<file path="src/rtl/ram_dp_param_if.sv">
// Bus bundle for ram_dp_param: write port, read port and clear/busy control.
`timescale 1ns/1ps
interface ram_dp_param_if #(
    parameter int DATA_W = 8,
    parameter int ADDR_W = 4
);
    logic                  clr;
    logic                  wr_en;
    logic [ADDR_W-1:0]     wr_addr;
    logic [DATA_W/8-1:0]   wr_be;
    logic [DATA_W-1:0]     wr_data;
    logic                  rd_en;
    logic [ADDR_W-1:0]     rd_addr;
    logic [DATA_W-1:0]     rd_data;
    logic                  rd_valid;
    logic                  busy;

    modport master (
        output clr, wr_en, wr_addr, wr_be, wr_data, rd_en, rd_addr,
        input  rd_data, rd_valid, busy
    );

    modport slave (
        input  clr, wr_en, wr_addr, wr_be, wr_data, rd_en, rd_addr,
        output rd_data, rd_valid, busy
    );
endinterface

</file>
<file path="src/rtl/ram_dp_param.sv">
// Dual-port RAM with byte-enable writes, async or registered read, and a
// hardware clear sweep that zeroes every word after reset or on request.
`timescale 1ns/1ps
module ram_dp_param #(
    parameter int DATA_W = 8,
    parameter int ADDR_W = 4,
    parameter int DEPTH  = 16,
    parameter int RD_REG = 0
) (
    input logic             clk,
    input logic             rst,
    ram_dp_param_if.slave   bus
);
    localparam int              LANES   = DATA_W / 8;
    localparam int              IDX_W   = (DEPTH > 1) ? $clog2(DEPTH) : 1;
    localparam logic [ADDR_W:0] DEPTH_C = (ADDR_W + 1)'(DEPTH);
    localparam logic [ADDR_W-1:0] LAST_C = ADDR_W'(DEPTH - 1);

    typedef enum logic {IDLE, CLEAR} state_t;

    state_t              state, state_nxt;
    logic [ADDR_W-1:0]   clr_ptr;
    logic                busy;
    logic                user_we;
    logic                rd_hit;
    logic [DATA_W-1:0]   mem_rd;
    logic [DATA_W-1:0]   mem [DEPTH];

    always_ff @(posedge clk) begin
        if (rst) state <= CLEAR;
        else     state <= state_nxt;
    end

    // Pointer parks at 0 in IDLE so every sweep starts from the bottom,
    // and stops at the last word instead of wrapping.
    always_ff @(posedge clk) begin
        if (rst)                    clr_ptr <= '0;
        else if (state == IDLE)     clr_ptr <= '0;
        else if (clr_ptr != LAST_C) clr_ptr <= clr_ptr + 1'b1;
    end

    always_comb begin
        state_nxt = state;
        case (state)
            IDLE:    if (bus.clr) state_nxt = CLEAR;
            CLEAR:   if (clr_ptr == LAST_C) state_nxt = IDLE;
            default: state_nxt = CLEAR;
        endcase
    end

    always_comb begin
        busy    = (state == CLEAR);
        user_we = !busy && bus.wr_en && ({1'b0, bus.wr_addr} < DEPTH_C);
    end

    // Sweep writes win over user writes; nothing is written while in reset.
    always_ff @(posedge clk) begin
        if (!rst) begin
            if (busy) begin
                mem[clr_ptr[IDX_W-1:0]] <= '0;
            end else if (user_we) begin
                for (int i = 0; i < LANES; i++) begin
                    if (bus.wr_be[i])
                        mem[bus.wr_addr[IDX_W-1:0]][8*i +: 8] <= bus.wr_data[8*i +: 8];
                end
            end
        end
    end

    assign rd_hit = ({1'b0, bus.rd_addr} < DEPTH_C);
    assign mem_rd = rd_hit ? mem[bus.rd_addr[IDX_W-1:0]] : '0;

    generate
        if (RD_REG != 0) begin : g_reg
            logic [DATA_W-1:0] rd_data_p1;
            logic              vld_p1;

            // p0 -> p1: registered read samples pre-write contents (read-first)
            always_ff @(posedge clk) begin
                if (rst) begin
                    rd_data_p1 <= '0;
                    vld_p1     <= 1'b0;
                end else if (bus.rd_en && !busy) begin
                    rd_data_p1 <= mem_rd;
                    vld_p1     <= 1'b1;
                end else begin
                    vld_p1     <= 1'b0;
                end
            end

            assign bus.rd_data  = rd_data_p1;
            assign bus.rd_valid = vld_p1;
        end else begin : g_comb
            assign bus.rd_data  = busy ? '0 : mem_rd;
            assign bus.rd_valid = !busy;
        end
    endgenerate

    assign bus.busy = busy;
endmodule

</file>
<file path="src/flat_wrapper.sv">
// flat-port wrapper written by rule: the top's interface ports become plain ports
module ram_dp_param_flat 
#(
    parameter int DATA_W = 8,
    parameter int ADDR_W = 4,
    parameter int DEPTH  = 16,
    parameter int RD_REG = 0
)
  (clk, rst, bus_clr, bus_wr_en, bus_wr_addr, bus_wr_be, bus_wr_data, bus_rd_en, bus_rd_addr, bus_rd_data, bus_rd_valid, bus_busy);
  ram_dp_param_if #(.DATA_W(DATA_W), .ADDR_W(ADDR_W)) bus_i ();
  input logic clk;
  input logic rst;
  input wire logic [$bits(bus_i.clr)-1:0] bus_clr;
  input wire logic [$bits(bus_i.wr_en)-1:0] bus_wr_en;
  input wire logic [$bits(bus_i.wr_addr)-1:0] bus_wr_addr;
  input wire logic [$bits(bus_i.wr_be)-1:0] bus_wr_be;
  input wire logic [$bits(bus_i.wr_data)-1:0] bus_wr_data;
  input wire logic [$bits(bus_i.rd_en)-1:0] bus_rd_en;
  input wire logic [$bits(bus_i.rd_addr)-1:0] bus_rd_addr;
  output wire logic [$bits(bus_i.rd_data)-1:0] bus_rd_data;
  output wire logic [$bits(bus_i.rd_valid)-1:0] bus_rd_valid;
  output wire logic [$bits(bus_i.busy)-1:0] bus_busy;
  assign bus_i.clr = bus_clr;
  assign bus_i.wr_en = bus_wr_en;
  assign bus_i.wr_addr = bus_wr_addr;
  assign bus_i.wr_be = bus_wr_be;
  assign bus_i.wr_data = bus_wr_data;
  assign bus_i.rd_en = bus_rd_en;
  assign bus_i.rd_addr = bus_rd_addr;
  assign bus_rd_data = bus_i.rd_data;
  assign bus_rd_valid = bus_i.rd_valid;
  assign bus_busy = bus_i.busy;
  ram_dp_param #(.DATA_W(DATA_W), .ADDR_W(ADDR_W), .DEPTH(DEPTH), .RD_REG(RD_REG)) u_core (.clk(clk), .rst(rst), .bus(bus_i));
endmodule
</file>
<file path="config.mk">
export PLATFORM = sky130hd
export DESIGN_NAME = ram_dp_param_flat
export DESIGN_NICKNAME = d
export VERILOG_FILES = /design/src/rtl/ram_dp_param_if.sv /design/src/rtl/ram_dp_param.sv /design/src/flat_wrapper.sv
export SDC_FILE = /design/constraint.sdc
export NUM_CORES = 1
export LEC_CHECK = 0
export ABC_CLOCK_PERIOD_IN_PS = 4980
export CORE_MARGIN = 4
export CORE_UTILIZATION = 55
export DETAILED_ROUTE_END_ITERATION = 16
export GPL_TIMING_DRIVEN = 1
export PLACE_DENSITY = 0.77
export SLEW_MARGIN = 20
export SYNTH_ARGS = -nofsm -noshare
export SYNTH_HDL_FRONTEND = slang
export SYNTH_SLANG_ARGS = --single-unit
</file>
<file path="constraint.sdc">
create_clock -name clk -period 4.98 [get_ports clk]
set_input_delay 0.996 -clock clk [delete_from_list [all_inputs] [get_ports clk]]
set_output_delay 0.996 -clock clk [all_outputs]
set_load 0.005 [all_outputs]
</file>
==> flow_metrics.py, run 1 <==
metrics = {
    "outcome": {
        "status": "completed",
    },
    "logic_synthesis": {
        "synth_cell_types": 33,
        "synth_mux_area_frac": 0.125,
        "synthXorXnorAreaFrac": 0.00161,
        "synthAdderAreaFrac": 0.00230,
        "ys_seq_area_frac": 0.724,
        "synth_seq_cells": 133,
        "synth_compound_gate_area_share": 0.0601,
        "synth.avg_cell_area_um2": 16.6,
        "synth_edf_count": 128,
        "syn_inst": 328,
        "async_reset_ff_frac": 0,
        "synth_top_family_by_area": "multiplexers",
        "ys_warn_count": 0,
        "ys.flop_type": "edfxtp_1",
        "yosys-top-cells-area": "edfxtp_1 71%, mux2i_1 9.4%, a22oi_1 3.3%",
        "syn_nets": 351,
        "syn_area_mm2": 0.00545,
        "synthSimpleGateAreaFrac": 0.0608,
        "synth_top_area_share": 0.705,
        "yosys.area.top_type": "edfxtp_1",
    },
    "worst_setup_path": {
        "crit_path_max_fanout": 15,
        "worst_ep_required_time_ns": 3.98,
        "arrival_ns": 3.37,
        "crit_type": "in2out",
        "setup.worst_path.start_class": "input port",
        "cp-end-kind": "output pin",
    },
    "timing": {
        "finalSetupTns_ns": 0,
        "min_period_over_period": 0.878,
        "report.final.slew_viol_count": 0,
        "fin_crit_ns": 4.37,
        "finalClockSkew_ns": 0.00583,
        "timing.fmax_ghz": 0.229,
        "hold_viol_final": 0,
        "rsz0062_at_grt": "no",
        "tightest_slew_ns": 0.960,
        "slew_headroom": 0.358,
        "setup_viol": 0,
    },
    "grt": {
        "overflow": 0,
        "grt_usage": 0.211,
        "grt_max_degree": 31,
        "grt_pass1_wl_um": 17300,
        "grt_pass1_vias": 3114,
        "antenna_found_initial": 0,
    },
    "drt": {
        "drt-pass1-iter-count": 5,
        "wl_per_cell_um": 22.2,
        "num_vias": 3093,
        "postRouteAntennaNets": 0,
        "viasPerCell": 6.03,
        "drt-initial-drc-count": 224,
        "wl_um": 11400,
        "drc": 0,
    },
    "clocking": {
        "cts_htree_levels": 4,
        "cts.path.max_buffers": 2,
        "root_buffer": "clkbuf_8",
        "ctsResizeCount": 0,
        "path_clk_slew_ns": 0.06,
        "cts_tree": "yes",
        "cts.sinks": 133,
        "cts_hold_buf": 0,
        "numCtsBuffers": 17,
        "post_cts_buffers": 0,
        "clk_latency_ns": 0.52,
    },
    "die": {
        "pin_count": 32,
        "die_x_um": 108,
        "die_y_um": 108,
        "num_rows": 36,
        "design.die.area_mm2": 0.0116,
        "start_util": 0.560,
        "core-area_mm2": 0.00973,
    },
    "finish": {
        "nets": 390,
        "drive_gt1_frac": 0.111,
        "diodes": 0,
        "areaGrowthSynthToFinish_pct": 19.1,
        "design_area_mm2": 0.00649,
    },
    "hold_path": {
        "hp-class": "reg2reg",
    },
    "run": {
        "drv_cap": 0,
    },
    "pwr": {
        "finalPower_mw": 2.70,
        "p_leak_nw": 2.12,
        "peakVddDrop_uv": 258,
        "cellPowerDensity_mw_per_mm2": 416,
    },
    "placed_design": {
        "globalplace.congestion": 0.815,
        "hpwlAfterDp_um": 6980,
        "io_buffers": 30,
        "placed_cell_area_mm2": 0.00584,
    },
}
==> flip-flops by register name, indices dropped and copies added (netlist names) <==
name,count
u_core.mem,128
u_core.clr_ptr,4
u_core.bus.busy,1
==> through the flow <==
step	instances	setup WS (ns)	hold slack [ns]	utilization
6_report	513	0.609	0.553	0.667
5_1_grt	513	0.485	0.565	0.667
4_1_cts	513	0.215	0.550	0.667
3_5_place_dp	481	0.369	0.543	0.600
3_3_place_gp	481	0.298	0.526	0.600
2_1_floorplan	328	2.05	0.498	-
==> kinds of logic after synthesis <==
family,Yosys count
flip-flops,133
multiplexers,58
buffers and inverters,21
AND/OR/NAND/NOR,67
adder cells (fa/ha/maj),1
XOR/XNOR,1
AO/OA/AOI/OAI,47
==> critical path, cell delays in order <==
cell and delay [ns]:
clkdlybuf4s50_1 0.69, nor2b_2 0.72, a22oi_1 0.22, o211ai_1 0.15, nand2_1 0.13, clkdlybuf4s50_1 0.46
==> worst paths after layout <==
check,slack [ns],depth (start not counted),from,endpoint
max,0.61,6,bus_rd_addr[2],bus_rd_data[6]
min,0.55,1,u_core.clr_ptr[3]$_SDFFE_PN0P_,u_core.clr_ptr[3]$_SDFFE_PN0P_
max reg2reg,2.52,4,u_core.bus.busy$_SDFF_PP1_,u_core.mem[1][5]$_DFFE_PP_
min reg2reg,0.55,1,u_core.clr_ptr[3]$_SDFFE_PN0P_,u_core.clr_ptr[3]$_SDFFE_PN0P_
==> cells in the final DEF, fill, tap and decap left out, types with 2 or more instances in the layout <==
cell / synthesis / routed
dfxtp_1: 5 / 5
clkinv_2: 0 / 3
edfxtp_1: 128 / 128
inv_1: 7 / 7
a31oi_1: 5 / 5
a32oi_1: 3 / 3
nand3_1: 9 / 9
a22oi_1: 24 / 24
nor2b_1: 3 / 2
mux2i_1: 51 / 51
clkbuf_16: 0 / 16
o211ai_1: 2 / 2
bufinv_16: 0 / 6
nor3b_1: 2 / 2
and2_1: 9 / 9
buf_4: 1 / 3
clkbuf_1: 4 / 2
nand2b_1: 8 / 8
o21ai_1: 7 / 7
nor3_1: 2 / 2
mux4_1: 3 / 3
clkinv_4: 0 / 2
nand2_1: 10 / 10
mux4_2: 4 / 4
clkdlybuf4s50_1: 0 / 29
nor2_1: 23 / 22
a21oi_1: 2 / 2
==> layout make-up <==
| class | instances | area (um^2) |
|---|---|---|
| Inverter | 7 | 26.3 |
| Clock buffer | 19 | 422 |
| Clock inverter | 13 | 229 |
| Sequential cell | 133 | 3940 |
| Fill cell | 647 | 3240 |
| Multi-Input combinational cell | 174 | 1370 |
| Timing Repair Buffer | 34 | 338 |
| Tap cell | 133 | 166 |
==> cell usage after synthesis (2+ instances only) <==
cell	instances
a31oi_1	5
nor3_1	2
nor3b_1	2
dfxtp_1	5
nor2b_1	3
mux4_1	3
nand3_1	9
nand2_1	10
o211ai_1	2
and2_1	9
buf_6	2
buf_2	2
mux2i_1	51
inv_1	7
mux4_2	4
clkbuf_1	4
nor2_1	23
nand2b_1	8
edfxtp_1	128
buf_8	4
a21oi_1	2
a32oi_1	3
o21ai_1	7
a22oi_1	24
==> per-layer routing <==
layer / global-route usage / vias up / share of wire
met3: 0.0480 / 29 / 0.073
met5: 0 / - / 0
met4: 0.0902 / 0 / 0.027
met1: 0.277 / 1537 / 0.41
li1: - / 1372 / -
met2: 0.340 / 155 / 0.49
==> power by group <==
part / internal [mW] / switching (mW) / total [mW]
Clock: 0.914 / 0.455 / 1.37
Combinational: 0.0436 / 0.0555 / 0.0991
Sequential: 1.23 / 0.00708 / 1.23
Power figures use the tool's default switching activity.
==> inputs of run 2 (changes only) <==
Settings changed: CORE_MARGIN 4 to 2.
==> run 2 against run 1 <==
Against the previous run:
- sequential cell count did not move
- first-iteration DRC count grew 25%
- total power down 5.5%
- combinational power rose by 0.4%
- worst setup slack better by 0.27 ns
- utilization down 0.31 points
- via count barely moved
- cell count rose by 0.58%
- global-route usage up 1.2 points
==> flow_metrics.py, run 2 (synthesis gave the netlist of run 1 again) <==
metrics = {
    "finish": {
        "drive_gt1_frac": 0.112,
        "areaGrowthSynthToFinish_pct": 18.0,
        "final_common_cell": "edfxtp_1",
        "largest_reg_flops": 128,
        "diodes": 0,
        "final_cell_mix": "128 x edfxtp_1, 51 x mux2i_1, 29 x clkdlybuf4s50_1, 24 x a22oi_1, 22 x nor2_1",
        "finish.utilization": 0.664,
        "nets": 393,
        "fin_cells": 516,
    },
    "clocking": {
        "cts_htree_levels": 4,
        "numCtsBuffers": 17,
        "cts.path.max_buffers": 2,
        "cts_tree": "yes",
        "post_cts_buffers": 0,
        "cts_hold_buf": 0,
        "root_buffer": "clkbuf_8",
        "ctsResizeCount": 0,
        "clk_latency_ns": 0.52,
        "path_clk_slew_ns": 0.06,
        "cts.sinks": 133,
    },
    "drt": {
        "drc": 0,
        "drt-initial-drc-count": 281,
        "wl_per_cell_um": 21.9,
        "drt-pass1-iter-count": 6,
        "wl_um": 11300,
        "num_vias": 3090,
        "postRouteAntennaNets": 0,
        "viasPerCell": 5.99,
    },
    "timing": {
        "setup_viol": 0,
        "fin_crit_ns": 4.11,
        "slew_headroom": 0.346,
        "finalSetupTns_ns": 0,
        "whs_ns": 0.566,
        "rsz0062_at_grt": "no",
        "tightest_slew_ns": 0.977,
        "timing.fmax_ghz": 0.244,
        "finalClockSkew_ns": 0.00523,
        "report.final.slew_viol_count": 0,
        "min_period_over_period": 0.824,
        "hold_viol_final": 0,
    },
    "grt": {
        "antenna_found_initial": 0,
        "grt_pass1_vias": 3186,
        "grt_pass1_wl_um": 17500,
        "overflow": 0,
        "grt_usage": 0.223,
        "grt_max_degree": 21,
    },
    "pwr": {
        "cellPowerDensity_mw_per_mm2": 397,
        "p_leak_nw": 2.09,
        "peakVddDrop_uv": 253,
    },
    "placed_design": {
        "globalplace.congestion": 0.821,
        "io_buffers": 30,
        "placed_cells": 484,
        "hpwlAfterDp_um": 7090,
    },
    "worst_setup_path": {
        "setup.worst_path.start_class": "input port",
        "cpPeakStageDelay_ns": 0.60,
        "crit_type": "in2out",
        "crit_chain": "clkdlybuf4s50_1 -> buf_4 -> nor2_2 -> a22oi_1 -> nand3_1 -> o21ai_1 -> clkdlybuf4s50_1",
        "path_delay_family": "buffers and inverters",
        "cp_slowest_cell": "nor2_2",
        "crit_start": "bus_rd_addr[1]",
        "crit_buf_inv": 3,
        "timing.rr.start": "u_core.bus.busy$_SDFF_PP1_",
        "cp-end-kind": "output pin",
        "arrival_ns": 3.11,
        "crit_path_max_fanout": 14,
        "cpMostUsedCell": "clkdlybuf4s50_1",
        "worst_ep_required_time_ns": 3.98,
    },
    "outcome": {
        "status": "completed",
    },
    "hold_path": {
        "min_from": "u_core.clr_ptr[2]$_SDFFE_PN0P_",
        "hp-class": "reg2reg",
    },
    "die": {
        "start_util": 0.563,
        "die_x_um": 104,
        "die_y_um": 104,
        "pin_count": 32,
        "num_rows": 36,
        "core-area_mm2": 0.00968,
        "design.die.area_mm2": 0.0107,
    },
    "run": {
        "drv_cap": 0,
    },
}
[run 2: worst paths after layout]
kind | to | slack, ns | depth (start not counted)
worst min-delay path | u_core.clr_ptr[2]$_SDFFE_PN0P_ | 0.57 | 2
worst max-delay path | bus_rd_data[0] | 0.87 | 7
worst min register to register | u_core.clr_ptr[2]$_SDFFE_PN0P_ | 0.57 | 2
worst max register to register | u_core.mem[9][2]$_DFFE_PP_ | 2.58 | 4
[run 2: where the power goes]
group	leakage, nW	internal, mW	total [mW]	switching [mW]
Combinational	0.766	0.0440	0.0995	0.0554
Sequential	1.04	1.23	1.23	0.00719
Clock	0.285	0.784	1.22	0.436
Total	2.09	2.06	2.55	0.498
[run 2: tightest hold or removal path: cells and delay by family, from the launching register on]
kind             cells  cell delay [ns]
flip-flops           1             0.36
AO/OA/AOI/OAI        1             0.06
AND/OR/NAND/NOR      1             0.10
[run 2: per-stage QoR]
| step | total power [mW] | instance area (um^2) | setup WS [ns] |
|---|---|---|---|
| final | 2.55 | 6430 | 0.875 |
| after global routing | 2.62 | 6430 | 0.752 |
| after CTS | 2.56 | 6430 | 0.498 |
| after detailed placement | 1.35 | 5840 | 0.567 |
| after global placement | 1.35 | 5840 | 0.606 |
| after floorplan | 1.32 | 5450 | 2.05 |
[run 2: layout make-up]
class,instances,area (um^2)
clock inverters,10,130
clock buffers,22,453
multi-input cells,174,1360
fillers,648,3250
flip-flops and latches,133,3940
inverters,7,26.3
repair buffers,37,348
well taps,133,166
[run 2: layer usage]
metal / up-vias / part of all wire / GRT usage
met5: - / 0 / 0
met4: 0 / 0.020 / 0.0714
met3: 26 / 0.074 / 0.0717
met2: 150 / 0.50 / 0.363
met1: 1537 / 0.40 / 0.289
li1: 1377 / - / -
